[config.mk]
export PLATFORM = sky130hd
export DESIGN_NAME = sm_cfg_loader
export DESIGN_NICKNAME = d
export VERILOG_FILES = /design/src/rtl/sm_cfg_pkg.sv /design/src/rtl/sm_crc8_serial.sv /design/src/rtl/sm_cfg_loader.sv
export SDC_FILE = /design/constraint.sdc
export NUM_CORES = 1
export LEC_CHECK = 0
export ABC_AREA = 1
export CORE_MARGIN = 4
export CORE_UTILIZATION = 55
export CTS_CLUSTER_SIZE = 28
export DETAILED_ROUTE_END_ITERATION = 6
export GPL_TIMING_DRIVEN = 1
export PLACE_DENSITY = 0.84
export RECOVER_POWER = 50
export SLEW_MARGIN = 25
export SYNTH_ARGS = -nofsm -noshare
export SYNTH_HDL_FRONTEND = slang
export SYNTH_SLANG_ARGS = --single-unit
[constraint.sdc]
create_clock -name clk -period 3.2 [get_ports clk]
set_clock_uncertainty 0.1 [all_clocks]
set_input_delay 0.32 -clock clk [delete_from_list [all_inputs] [get_ports clk]]
set_output_delay 0.32 -clock clk [all_outputs]
set_load 0.005 [all_outputs]
[src/rtl/sm_cfg_pkg.sv]
// Shared constants, types and the entry legality rule for the switch-matrix
// configuration loader.
package sm_cfg_pkg;

    localparam int N_TB      = 5;
    localparam int N_LR      = 4;
    localparam int ENTRY_W   = 6;
    localparam int N_ENTRIES = 2 * N_TB + 2 * N_LR;
    localparam int PAYLOAD_W = N_ENTRIES * ENTRY_W;
    localparam int CRC_W     = 8;
    localparam int CNT_W     = 7;

    localparam logic [7:0]       SYNC     = 8'hA5;
    localparam logic [CRC_W-1:0] CRC_POLY = 8'h07;

    localparam logic [CNT_W-1:0] CNT_PAYLOAD_LAST = CNT_W'(PAYLOAD_W - 1);
    localparam logic [CNT_W-1:0] CNT_CRC_LAST     = CNT_W'(CRC_W - 1);

    localparam logic [2:0] SIDE_NONE   = 3'd0;
    localparam logic [2:0] SIDE_TOP    = 3'd1;
    localparam logic [2:0] SIDE_RIGHT  = 3'd2;
    localparam logic [2:0] SIDE_BOTTOM = 3'd3;
    localparam logic [2:0] SIDE_LEFT   = 3'd4;

    typedef enum logic [1:0] {
        HUNT,
        PAYLOAD,
        RXCRC,
        CHECK
    } state_e;

    typedef enum logic [1:0] {
        ERR_NONE    = 2'b00,
        ERR_CRC     = 2'b01,
        ERR_ILLEGAL = 2'b10
    } err_e;

    // An entry is legal when its source exists on that side and is not the pin itself.
    function automatic logic entry_legal(input logic [ENTRY_W-1:0] entry,
                                         input logic [2:0]         own_side,
                                         input logic [2:0]         own_idx);
        logic [2:0] idx;
        logic [2:0] side;
        logic       ok;
        idx  = entry[5:3];
        side = entry[2:0];
        case (side)
            SIDE_NONE:               ok = 1'b1;
            SIDE_TOP, SIDE_BOTTOM:   ok = (int'(idx) < N_TB);
            SIDE_RIGHT, SIDE_LEFT:   ok = (int'(idx) < N_LR);
            default:                 ok = 1'b0;
        endcase
        if (side != SIDE_NONE && side == own_side && idx == own_idx) begin
            ok = 1'b0;
        end
        return ok;
    endfunction

endpackage

[src/rtl/sm_crc8_serial.sv]
// Bit-serial CRC-8 (poly 0x07, init 0x00) over the configuration payload.
module sm_crc8_serial
    import sm_cfg_pkg::*;
(
    input  logic             clk,
    input  logic             rst_n,
    input  logic             clr_i,
    input  logic             en_i,
    input  logic             bit_i,
    output logic [CRC_W-1:0] crc_o
);

    logic [CRC_W-1:0] crc_q;
    logic [CRC_W-1:0] crc_d;
    logic             fb;

    always_comb begin
        fb    = crc_q[CRC_W-1] ^ bit_i;
        crc_d = crc_q;
        if (clr_i) begin
            crc_d = '0;
        end else if (en_i) begin
            crc_d = {crc_q[CRC_W-2:0], 1'b0} ^ (fb ? CRC_POLY : '0);
        end
    end

    always_ff @(posedge clk or negedge rst_n) begin
        if (!rst_n) begin
            crc_q <= '0;
        end else begin
            crc_q <= crc_d;
        end
    end

    assign crc_o = crc_q;

endmodule

[src/rtl/sm_cfg_loader.sv]
// Serial configuration loader: hunts for the sync word, collects 18 routing
// entries plus CRC, validates them and commits all entries in one cycle.
module sm_cfg_loader
    import sm_cfg_pkg::*;
(
    input  logic                    clk,
    input  logic                    rst_n,
    input  logic                    cfg_valid,
    input  logic                    cfg_bit,
    output logic                    cfg_ready,
    output logic [N_TB*ENTRY_W-1:0] cfg_top,
    output logic [N_TB*ENTRY_W-1:0] cfg_bottom,
    output logic [N_LR*ENTRY_W-1:0] cfg_left,
    output logic [N_LR*ENTRY_W-1:0] cfg_right,
    output logic                    busy,
    output logic                    cfg_done,
    output logic                    cfg_err,
    output logic [1:0]              err_code
);

    state_e                  state_q, state_d;
    logic [7:0]              sync_q, sync_d;
    logic [CNT_W-1:0]        cnt_q, cnt_d;
    logic [PAYLOAD_W-1:0]    shadow_q, shadow_d;
    logic [CRC_W-1:0]        rxcrc_q, rxcrc_d;
    logic [N_TB*ENTRY_W-1:0] top_q, top_d, bottom_q, bottom_d;
    logic [N_LR*ENTRY_W-1:0] left_q, left_d, right_q, right_d;
    logic                    done_q, done_d, err_q, err_d;
    logic [1:0]              err_code_q, err_code_d;

    logic                    xfer;
    logic                    crc_clr, crc_en;
    logic [CRC_W-1:0]        crc_calc;
    logic                    all_legal;

    logic [N_TB*ENTRY_W-1:0] shadow_top, shadow_bottom;
    logic [N_LR*ENTRY_W-1:0] shadow_left, shadow_right;

    // The first payload bit ends up at the MSB of the shadow store.
    for (genvar g = 0; g < N_TB; g++) begin : g_tb_map
        assign shadow_top[g*ENTRY_W +: ENTRY_W]    = shadow_q[PAYLOAD_W-1-g*ENTRY_W -: ENTRY_W];
        assign shadow_bottom[g*ENTRY_W +: ENTRY_W] = shadow_q[PAYLOAD_W-1-(N_TB+g)*ENTRY_W -: ENTRY_W];
    end
    for (genvar g = 0; g < N_LR; g++) begin : g_lr_map
        assign shadow_left[g*ENTRY_W +: ENTRY_W]  = shadow_q[PAYLOAD_W-1-(2*N_TB+g)*ENTRY_W -: ENTRY_W];
        assign shadow_right[g*ENTRY_W +: ENTRY_W] = shadow_q[PAYLOAD_W-1-(2*N_TB+N_LR+g)*ENTRY_W -: ENTRY_W];
    end

    always_comb begin
        all_legal = 1'b1;
        for (int i = 0; i < N_TB; i++) begin
            if (!entry_legal(shadow_top[i*ENTRY_W +: ENTRY_W], SIDE_TOP, 3'(i)))       all_legal = 1'b0;
            if (!entry_legal(shadow_bottom[i*ENTRY_W +: ENTRY_W], SIDE_BOTTOM, 3'(i))) all_legal = 1'b0;
        end
        for (int i = 0; i < N_LR; i++) begin
            if (!entry_legal(shadow_left[i*ENTRY_W +: ENTRY_W], SIDE_LEFT, 3'(i)))     all_legal = 1'b0;
            if (!entry_legal(shadow_right[i*ENTRY_W +: ENTRY_W], SIDE_RIGHT, 3'(i)))   all_legal = 1'b0;
        end
    end

    sm_crc8_serial u_crc (
        .clk   (clk),
        .rst_n (rst_n),
        .clr_i (crc_clr),
        .en_i  (crc_en),
        .bit_i (cfg_bit),
        .crc_o (crc_calc)
    );

    assign cfg_ready = (state_q != CHECK);
    assign xfer      = cfg_valid && cfg_ready;

    always_comb begin
        // NOTE: every next-state value is defaulted first so no path leaves a latch behind.
        state_d    = state_q;
        sync_d     = sync_q;
        cnt_d      = cnt_q;
        shadow_d   = shadow_q;
        rxcrc_d    = rxcrc_q;
        top_d      = top_q;
        bottom_d   = bottom_q;
        left_d     = left_q;
        right_d    = right_q;
        done_d     = 1'b0;
        err_d      = 1'b0;
        err_code_d = err_code_q;
        crc_clr    = 1'b0;
        crc_en     = 1'b0;

        case (state_q)
            HUNT: begin
                if (xfer) begin
                    // NOTE: blocking here, so sync_d below already holds the updated window.
                    sync_d = {sync_q[6:0], cfg_bit};
                    if (sync_d == SYNC) begin
                        state_d = PAYLOAD;
                        cnt_d   = '0;
                        crc_clr = 1'b1;
                    end
                end
            end
            PAYLOAD: begin
                if (xfer) begin
                    shadow_d = {shadow_q[PAYLOAD_W-2:0], cfg_bit};
                    crc_en   = 1'b1;
                    if (cnt_q == CNT_PAYLOAD_LAST) begin
                        state_d = RXCRC;
                        cnt_d   = '0;
                    end else begin
                        cnt_d = cnt_q + 1'b1;
                    end
                end
            end
            RXCRC: begin
                if (xfer) begin
                    rxcrc_d = {rxcrc_q[CRC_W-2:0], cfg_bit};
                    if (cnt_q == CNT_CRC_LAST) begin
                        state_d = CHECK;
                        cnt_d   = '0;
                    end else begin
                        cnt_d = cnt_q + 1'b1;
                    end
                end
            end
            CHECK: begin
                state_d = HUNT;
                sync_d  = '0;
                if (crc_calc != rxcrc_q) begin
                    err_d      = 1'b1;
                    err_code_d = ERR_CRC;
                end else if (!all_legal) begin
                    err_d      = 1'b1;
                    err_code_d = ERR_ILLEGAL;
                end else begin
                    top_d      = shadow_top;
                    bottom_d   = shadow_bottom;
                    left_d     = shadow_left;
                    right_d    = shadow_right;
                    done_d     = 1'b1;
                    err_code_d = ERR_NONE;
                end
            end
            default: state_d = HUNT;
        endcase
    end

    always_ff @(posedge clk or negedge rst_n) begin
        if (!rst_n) begin
            state_q    <= HUNT;
            sync_q     <= '0;
            cnt_q      <= '0;
            // NOTE: the shadow store is a register bank with a defined reset value, not a RAM.
            shadow_q   <= '0;
            rxcrc_q    <= '0;
            top_q      <= '0;
            bottom_q   <= '0;
            left_q     <= '0;
            right_q    <= '0;
            done_q     <= 1'b0;
            err_q      <= 1'b0;
            err_code_q <= ERR_NONE;
        end else begin
            state_q    <= state_d;
            sync_q     <= sync_d;
            cnt_q      <= cnt_d;
            shadow_q   <= shadow_d;
            rxcrc_q    <= rxcrc_d;
            top_q      <= top_d;
            bottom_q   <= bottom_d;
            left_q     <= left_d;
            right_q    <= right_d;
            done_q     <= done_d;
            err_q      <= err_d;
            err_code_q <= err_code_d;
        end
    end

    assign cfg_top    = top_q;
    assign cfg_bottom = bottom_q;
    assign cfg_left   = left_q;
    assign cfg_right  = right_q;
    assign busy       = (state_q != HUNT);
    assign cfg_done   = done_q;
    assign cfg_err    = err_q;
    assign err_code   = err_code_q;

endmodule

==> impl_metrics.py <==
metrics = {
    "clock_tree": {
        "clk_pin_slew_ns": 0.06,
        "cts_setup_buffers": 0,
        "cts_root_buf": "clkbuf_16",
        "numCtsBuffers": 26,
        "cts_max_path_buffers": 3,
        "tritoncts": "yes",
        "clk_latency_ns": 0.52,
        "htree_levels": 1,
        "clkSinkCount": 252,
    },
    "power": {
        "pwr-share-seq_pct": 41.9,
        "sw_frac_of_total_pct": 38.7,
        "clkPwrFrac_pct": 27.3,
        "pwr-share-comb_pct": 30.8,
        "p_per_area_nw_per_um2": 826,
        "power_leakage_nw": 6.87,
        "p_int_w": 0.00673,
        "switchingPower_w": 0.00425,
        "ir_drop_mv": 0.689,
    },
    "min_path": {
        "holdPathStages": 2,
        "hold_path_class": "flop to flop",
    },
    "worst_setup_path": {
        "startpoint_type": "flop",
        "worst-r2r-cell-count": 11,
        "crit_fanout": 65,
        "worstPathRequired_ns": 3.50,
        "path_class": "flop to flop",
        "end_kind": "flop",
        "arrival_ns": 2.84,
    },
    "floorplan": {
        "rows": 51,
        "start_util_pct": 56.3,
        "ioPinCount": 118,
        "die_h_um": 150,
        "die-area_um2": 22500,
        "coreArea_um2": 19700,
        "die_w_um": 150,
    },
    "logic_synthesis": {
        "syn_nets": 1321,
        "syn_inst": 1312,
        "synth_compound_area_share_pct": 7.55,
        "synthAdderAreaFrac_pct": 0.565,
        "synth_edf_count": 0,
        "synth-xor-area-share_pct": 0.712,
        "ys_warn_count": 0,
        "netlist_area_um2": 11100,
        "synth.distinct_cells": 28,
        "synth_mux_area_share_pct": 0.102,
        "async_reset_ff_share_pct": 100,
        "ys_ff_latch": 252,
        "ys.flop_type": "dfrtp_1",
        "yosysSeqAreaShare_pct": 57.0,
        "syn_area_per_cell_um2": 8.43,
        "synth_top_family_by_area": "simple AND/OR/NAND/NOR gates",
        "yosys.area_share.simple_pct": 26.8,
    },
    "timing": {
        "fmax_ghz": 0.394,
        "slew_viol_final": 83,
        "worstMarginPinSlew_ns": 2.07,
        "fin_crit_ns": 2.54,
        "setup_viol": 0,
        "hold-worst-slack_ns": 0.362,
        "rsz0062_at_grt": "no",
        "layout_setup_ws_ns": 0.660,
        "finalHoldViolations": 0,
        "fin_crit_sh_pct": 79.4,
        "timing.slew.headroom_pct": -37.7,
        "setup_tns_ns": 0,
    },
    "global_route": {
        "grt_pass1_wl_um": 42000,
        "track_usage_pct": 22.4,
        "grt_max_degree": 178,
        "grt_pass1_vias": 8807,
        "grt-ovfl-total": 0,
        "antenna_found_initial": 0,
    },
    "final_layout": {
        "drive_gt1_share_pct": 5.38,
        "area_growth_pct": 20.1,
        "fin_nets": 1406,
        "antenna_cells": 0,
        "multi_input_area_um2": 3990,
        "regArea_um2": 6310,
        "final_area_um2": 13300,
        "fill_cells": 1560,
    },
    "place": {
        "pre_cts_ws_ns": 0.705,
        "routabilityCongestion": 0.825,
        "place_area_um2": 12400,
        "io_buffers": 117,
        "dp_hpwl_um": 16000,
    },
    "route": {
        "drt_iter0_markers": 508,
        "dr.pass1.iters": 5,
        "detail-route-antenna-nets": 0,
        "wl_per_cell_um": 14.8,
        "via_per_inst": 5.40,
        "drcViolationCount": 0,
        "vias": 9066,
        "wl_um": 24800,
    },
    "status": {
        "violations": "capacitance limit, slew limit",
        "status": "complete, but fails checks",
    },
    "run": {
        "drv_cap": 1,
    },
}
power by group through the flow:
stage | Clock, W | Combinational [W] | Sequential (W)
2_1_floorplan | 0 | 0.00255 | 0.00444
3_3_place_gp | 0 | 0.00321 | 0.00461
3_5_place_dp | 0 | 0.00334 | 0.00463
4_1_cts | 0.00304 | 0.00337 | 0.00459
5_1_grt | 0.00319 | 0.00385 | 0.00471
6_report | 0.00300 | 0.00338 | 0.00460
through the flow:
stage	total power (W)	utilization, %	instances
after floorplan	0.00699	-	1312
after global placement	0.00782	63.2	1633
after detailed placement	0.00797	63.2	1633
after CTS	0.0110	67.6	1678
after global routing	0.0117	67.6	1678
final	0.0110	67.6	1678
layout by cell type (no fill, tap or decap), types with 10 or more instances in the layout:
master             n
a21oi_1           10
clkbuf_16         27
clkdlybuf4s50_1   59
dfrtp_1          252
dlygate4sd3_1     58
inv_1            119
nand2_1          476
nand3_1           43
nand4_1          113
nor2_1            33
o21ai_0          125
o21ai_1           11
state kept, by name (all words and copies together) (netlist names):
register     cells
cfg_err          1
cfg_bottom      30
cfg_top         30
shadow_q       108
err_code         2
cfg_left        24
cfg_done         1
state_q          2
rxcrc_q          8
sync_q           7
cfg_right       24
u_crc.crc_o      8
cnt_q            7
cell families (layout without fill, tap and decap cells):
family                   Yosys count  in the layout
AND/OR/NAND/NOR                  688            688
AO/OA/AOI/OAI                    161            161
multiplexers                       1              1
XOR/XNOR                           9              9
adder cells (fa/ha/maj)            5              5
buffers and inverters            196            297
flip-flops                       252            252
routing by layer:
layer | global-route usage [%] | part of all wire [%] | up-vias
li1 | - | - | 4433
met4 | 6.18 | 1.9 | 0
met2 | 38.4 | 50 | 222
met1 | 29.7 | 43 | 4373
met3 | 3.79 | 5.4 | 38
met5 | 0 | 0 | -
timing repair:
action | CTS | global route
gates resized for setup | 0 | 0
hold buffers | 1 | 0
hold endpoints to repair | 81 | 0
cell usage after synthesis, types with 3 or more instances:
library cell / n / share of area, %
a21oi_1: 10 / 0.45
o21ai_0: 125 / 5.7
nor2_2: 3 / 0.17
nor3_1: 6 / 0.27
buf_4: 3 / 0.20
inv_2: 6 / 0.20
nand2_1: 476 / 16
buf_6: 3 / 0.31
inv_1: 119 / 4.0
clkbuf_1: 38 / 1.3
o21ai_1: 11 / 0.50
buf_2: 27 / 1.2
nor2_1: 35 / 1.2
dfrtp_1: 252 / 57
ha_1: 5 / 0.57
nand4_1: 113 / 6.4
o211ai_1: 3 / 0.20
nand2_2: 9 / 0.51
nand3_1: 44 / 2.0
xor2_1: 9 / 0.71
o22ai_1: 8 / 0.45
cell type report:
cell class | count | area share (%)
Clock buffer | 40 | 6.13
Tap cell | 265 | 2.50
Inverter | 125 | 3.53
Multi-Input combinational cell | 864 | 30.0
Sequential cell | 252 | 47.5
Timing Repair Buffer | 128 | 10.0
Clock inverter | 4 | 0.339
worst paths after layout:
check | from | endpoint | slack (ns)
max in group asynchronous | rst_n | cnt_q[2] | 0.79
min in group asynchronous | rst_n | cfg_top[14] | 0.84
hold reg to reg | cfg_left[14] | cfg_left[14] | 0.36
setup / recovery | shadow_q[59] | cfg_top[0] | 0.66
hold / removal | cfg_left[14] | cfg_left[14] | 0.36
setup reg to reg | shadow_q[59] | cfg_top[0] | 0.66
critical path, cell delays in order (launching register included):
cell,delay [ns]
dfrtp_1,0.45
o21ai_1,0.27
nand3_1,0.12
nor2_1,0.11
nand2_1,0.07
nor2_1,0.09
nand2_1,0.05
nor2_1,0.19
nand3_4,0.40
buf_12,0.35
nand2_1,0.11
nand2_1,0.06
Note: power is estimated with default switching activity, not from simulation.
